File: config.mk
export PLATFORM = sky130hd
export DESIGN_NAME = clk_div_multi
export DESIGN_NICKNAME = d
export VERILOG_FILES = /design/src/rtl/clk_div_multi.sv
export SDC_FILE = /design/constraint.sdc
export NUM_CORES = 1
export LEC_CHECK = 0
export CORE_AREA = 2 2 247 249
export DETAILED_ROUTE_END_ITERATION = 16
export DIE_AREA = 0 0 249 251
export PLACE_DENSITY_LB_ADDON = 0.2
export SETUP_SLACK_MARGIN = 0.1
export SYNTH_ARGS = -nofsm -noshare
export SYNTH_HDL_FRONTEND = slang
export SYNTH_SLANG_ARGS = --single-unit
export TNS_END_PERCENT = 30
File: constraint.sdc
create_clock -name Clk -period 6.1 [get_ports Clk]
set_input_delay 1.22 -clock Clk [delete_from_list [all_inputs] [get_ports Clk]]
set_output_delay 1.22 -clock Clk [all_outputs]
set_load 0.01 [all_outputs]
File: src/rtl/clk_div_multi.sv
// Multi-channel runtime-programmable clock divider.
// Each channel runs a period counter; new settings are held in a shadow register and applied only at period boundaries.
module clk_div_multi #(
    parameter int CHANNELS = 4,
    parameter int WIDTH    = 28,
    parameter int DEF_DIV  = 50,
    parameter int DEF_HIGH = 25,
    localparam int CH_W    = (CHANNELS > 1) ? $clog2(CHANNELS) : 1
) (
    input  logic                Clk,
    input  logic                RstN,
    input  logic [CHANNELS-1:0] Enable,
    input  logic                SyncIn,
    input  logic                CfgWe,
    input  logic [CH_W-1:0]     CfgCh,
    input  logic [WIDTH-1:0]    CfgDiv,
    input  logic [WIDTH-1:0]    CfgHigh,
    output logic [CHANNELS-1:0] ClkDiv,
    output logic [CHANNELS-1:0] Tick,
    output logic [CHANNELS-1:0] Pending
);

    localparam logic [WIDTH-1:0] L_DEF_DIV  = WIDTH'(DEF_DIV);
    localparam logic [WIDTH-1:0] L_DEF_HIGH = WIDTH'(DEF_HIGH);

    // A period shorter than two cycles cannot hold both a high and a low phase.
    function automatic logic [WIDTH-1:0] clamp_div(input logic [WIDTH-1:0] d);
        return (d < WIDTH'(2)) ? WIDTH'(2) : d;
    endfunction

    for (genvar g = 0; g < CHANNELS; g++) begin : g_ch
        logic [WIDTH-1:0] r_cnt;
        logic [WIDTH-1:0] r_div;
        logic [WIDTH-1:0] r_high;
        logic [WIDTH-1:0] r_sdiv;
        logic [WIDTH-1:0] r_shigh;
        logic             r_pend;
        logic             r_clk;
        logic             r_tick;
        logic             w_we;
        logic             w_wrap;
        logic             w_bound;
        logic             w_clk_nxt;

        // Out-of-range channel numbers never match any g, so such writes are dropped.
        assign w_we      = CfgWe & (CfgCh == CH_W'(g));
        assign w_wrap    = (r_cnt >= (r_div - WIDTH'(1)));
        assign w_bound   = ~Enable[g] | SyncIn | w_wrap;
        assign w_clk_nxt = Enable[g] & (r_cnt < r_high);

        // Per-channel counter, active/shadow settings and registered outputs.
        always_ff @(posedge Clk or negedge RstN) begin
            if (!RstN) begin
                r_cnt   <= '0;
                r_div   <= clamp_div(L_DEF_DIV);
                r_high  <= L_DEF_HIGH;
                r_sdiv  <= L_DEF_DIV;
                r_shigh <= L_DEF_HIGH;
                r_pend  <= 1'b0;
                r_clk   <= 1'b0;
                r_tick  <= 1'b0;
            end else begin
                r_clk  <= w_clk_nxt;
                r_tick <= Enable[g] & ~SyncIn & w_wrap;

                if (w_bound) begin
                    r_cnt <= '0;
                end else begin
                    r_cnt <= r_cnt + WIDTH'(1);
                end

                // The boundary consumes the shadow present before any same-cycle write.
                if (w_bound && r_pend) begin
                    r_div  <= clamp_div(r_sdiv);
                    r_high <= r_shigh;
                end else begin
                    r_div  <= r_div;
                    r_high <= r_high;
                end

                if (w_we) begin
                    r_sdiv  <= CfgDiv;
                    r_shigh <= CfgHigh;
                end else begin
                    r_sdiv  <= r_sdiv;
                    r_shigh <= r_shigh;
                end

                r_pend <= w_we | (r_pend & ~w_bound);
            end
        end

        assign ClkDiv[g]  = r_clk;
        assign Tick[g]    = r_tick;
        assign Pending[g] = r_pend;
    end

endmodule

==> metrics.csv <==
stage;metric;value;unit
routing;routed length per placed instance;21.2;um
clock_tree;buffer depth of the longest clock path;3;
yosys;Mapped Nets;2777;
timing;fin. max-slew vios;0;
setup_path;Crit Path Category;register to register;
power_and_ir_drop;Worst VDD drop;0.000264;V
clock_tree;Hold-fix buffers, CTS;0;
layout;post-route cell area;0.0334;mm^2
power_and_ir_drop;total power;11.9;mW
die;CORE AREA;0.0598;mm^2
timing;Final Skew;0.0218;ns
clock_tree;TritonCTS Buffers;61;
clock_tree;Root Driver;clkbuf_16;
yosys;ys flop type;dfrtp_1;
layout;Layout Utilization;0.559;
timing;crit path time final;5.43;ns
routing;vias per inst;5.66;
setup_path;Cell Chain, Critical Path;or3_1 -> nor4_2 -> nand3b_1 -> nor2b_1 -> nand2_1 -> xor2_1 -> ha_1 -> a21oi_1 -> o21a_1 -> a2bb2oi_1 -> o211ai_1 -> o31ai_4 -> buf_4 -> mux2_2;
global_route;GRT Residual Overflow;0;
placement;Placed Instances;3283;
yosys;library cells used by synthesis;69;
setup_path;family with the most delay on the worst path;compound AO/OA/AOI/OAI gates;
yosys;Synth async-reset ratio;1.00;
routing;First DRT Iteration DRCs;1160;
timing;final setup violation count;0;
global_route;GRT Overall Usage;0.235;
placement;Final HPWL DP;49800;um
placement;Post-DP Area;0.0313;mm^2
clock_tree;H-tree levels;2;
placement;pre-CTS setup slack;0.720;ns
layout;Area Growth Syn to Fin;12.6;%
routing;DRC viols;0;
global_route;vias in the first global route;19704;
yosys;Synth Register Bits;572;
flow_run;Max Cap Viol;0;
timing;RSZ-0062 raised after global routing;false;
clock_tree;Post-CTS Resized;0;
worst_hold_path;HP Class;register to register;
clock_tree;CTS tree;built;
power_and_ir_drop;Leakage;15.1;nW
die;Die Area;0.0625;mm^2
yosys;Seq/Total Area, Yosys;0.484;
placement;IO buf count;77;
routing;WL final;71900;um
setup_path;CP startpoint kind;register;
timing;period utilization;0.890;
clock_tree;worst skew pair latency;0.63;ns
layout;layout cells sized above 1;0.245;
clock_tree;post-CTS setup buffer count;0;
die;die height;251;um
global_route;initial antenna violation count;18;
clock_tree;clk slew on worst S/H paths;0.06;ns
timing;endpoints failing hold;0;
setup_path;max incr delay on CP;1.00;ns
power_and_ir_drop;PwrDens;356;mW/mm^2
yosys;Synth warnings;0;
die;Initial Util;0.496;
timing;Worst-Margin Slew;1.16;ns
setup_path;Crit. End Element;register;
die;row cnt;90;
setup_path;CP required;6.60;ns
timing;Rel. slew slack;0.225;
routing;first drt pass iteration count;5;
setup_path;Slowest cell on crit path;o31ai_4;
layout;number of diodes;0;
yosys;Mean Syn Cell Area;12.0;um^2
timing;hold slack;0.499;ns
yosys;Cells after Synth;2483;
timing;Setup WS post-layout;0.671;ns
setup_path;worst-path maximum fanout;39;
layout;Final Instance Count excl. Fillers;3398;
timing;setup tns final;0;ns
timing;Max Fclk;184;MHz
clock_tree;clk sinks;572;
global_route;largest net degree at the start of global routing;163;
setup_path;Buffers & Inverters on Critical Path;1;
placement;routability cong.;0.857;
yosys;EDFF count, synth;0;
die;Chip Width;249;um
yosys;Syn Std Cell Area;0.0297;mm^2
layout;Final #Nets;2858;
routing;Final ANT Viol Nets;0;
global_route;first-pass GRT wire length;113000;um
setup_path;crit path DAT;5.93;ns
status;status;complete, no violations;
routing;routed vias;19227;
die;Boundary Pins;78;
==> logic make-up after synthesis <==
kind of cell,share of synthesized area
AO/OA/AOI/OAI,0.0439
XOR/XNOR,0.0602
adder cells (fa/ha/maj),0.0961
buffers and inverters,0.0307
flip-flops,0.484
multiplexers,0.174
AND/OR/NAND/NOR,0.110
==> per-layer routing <==
metal | vias to the layer above | wire (um) | global-route usage
li1 | 8997 | - | -
met1 | 9734 | 33900 | 0.337
met2 | 363 | 31800 | 0.364
met3 | 125 | 3480 | 0.0332
met4 | 8 | 2650 | 0.0840
met5 | - | 59 | 0
==> Yosys cell counts (12+ instances only) <==
| cell type | instances | area [um^2] |
|---|---|---|
| dfrtp_1 | 524 | 13100 |
| mux2_2 | 396 | 4460 |
| ha_1 | 228 | 2850 |
| nor2_1 | 203 | 762 |
| inv_1 | 137 | 514 |
| xor2_1 | 113 | 990 |
| nand2_1 | 92 | 345 |
| xnor2_1 | 91 | 797 |
| nand4_1 | 58 | 363 |
| nand3_1 | 53 | 265 |
| a21oi_1 | 52 | 260 |
| dfstp_2 | 48 | 1260 |
| nor4_1 | 41 | 257 |
| nor3_1 | 40 | 200 |
| o21ai_0 | 40 | 200 |
| mux2_4 | 38 | 571 |
| a21o_1 | 35 | 263 |
| clkbuf_1 | 34 | 128 |
| and3_1 | 26 | 163 |
| buf_2 | 22 | 110 |
| and4_1 | 16 | 140 |
| or3_1 | 14 | 87.6 |
| buf_4 | 12 | 90.1 |
==> area by class of cell <==
type                            instances  area [um^2]
Inverter                              137          514
Clock inverter                         33          457
Multi-Input combinational cell       1698        14400
Clock buffer                           82         1700
Sequential cell                       572        14400
Tap cell                              782          978
Fill cell                            4976        26400
Timing Repair Buffer                   94          966
==> worst reg2reg max path: stages (launching register included) <==
cell and delay (ns):
dfrtp_1 0.43, or3_1 0.50, nor4_2 0.45, nand3b_1 0.18, nor2b_1 0.34, nand2_1 0.12
xor2_1 0.16, ha_1 0.31, a21oi_1 0.19, o21a_1 0.14, a2bb2oi_1 0.17, o211ai_1 0.18
o31ai_4 1.00, buf_4 0.70, mux2_2 0.45
==> power by group <==
group | switching, mW | total, mW | internal [mW]
Sequential | 0.717 | 5.43 | 4.71
Combinational | 1.17 | 2.52 | 1.35
Clock | 1.58 | 3.96 | 2.37
Total | 3.47 | 11.9 | 8.43
==> registers in the layout, indices dropped and copies added (netlist names) <==
signal,count
g_ch.r_pend,4
g_ch.r_clk,4
g_ch.r_cnt,112
g_ch.r_high,112
g_ch.r_div,112
g_ch.r_shigh,112
g_ch.r_sdiv,112
g_ch.r_tick,4
==> worst paths after layout <==
check | start | endpoint | slack (ns) | cells past startpoint
min in group asynchronous | RstN | g_ch[2].r_sdiv[25] | 0.67 | 1
max reg2reg | g_ch[1].r_div[6] | g_ch[1].r_high[27] | 0.67 | 14
min reg2reg | g_ch[3].r_shigh[5] | g_ch[3].r_high[5] | 0.50 | 1
max in group asynchronous | RstN | g_ch[1].r_shigh[6] | 3.99 | 2
min | g_ch[3].r_shigh[5] | g_ch[3].r_high[5] | 0.50 | 1
max | g_ch[1].r_div[6] | g_ch[1].r_high[27] | 0.67 | 14
==> cell usage in the layout (no fill, tap or decap), types with 11 or more instances in the layout <==
master and n:
nor3_1 40, buf_4 12, o21ai_0 40, a21oi_1 52, clkbuf_16 61, clkdlybuf4s50_1 76
mux2_4 38, and4_1 16, and3_1 26, o211ai_1 11, xor2_1 113, mux2_2 396
ha_1 228, nor2_1 203, nand3_1 52, nand4_1 58, nand2_1 92, a21o_1 34
dfrtp_1 524, inv_1 137, clkbuf_1 12, xnor2_1 91, or3_1 14, dfstp_2 48
nor4_1 41
(Power assumes the default switching activity.)
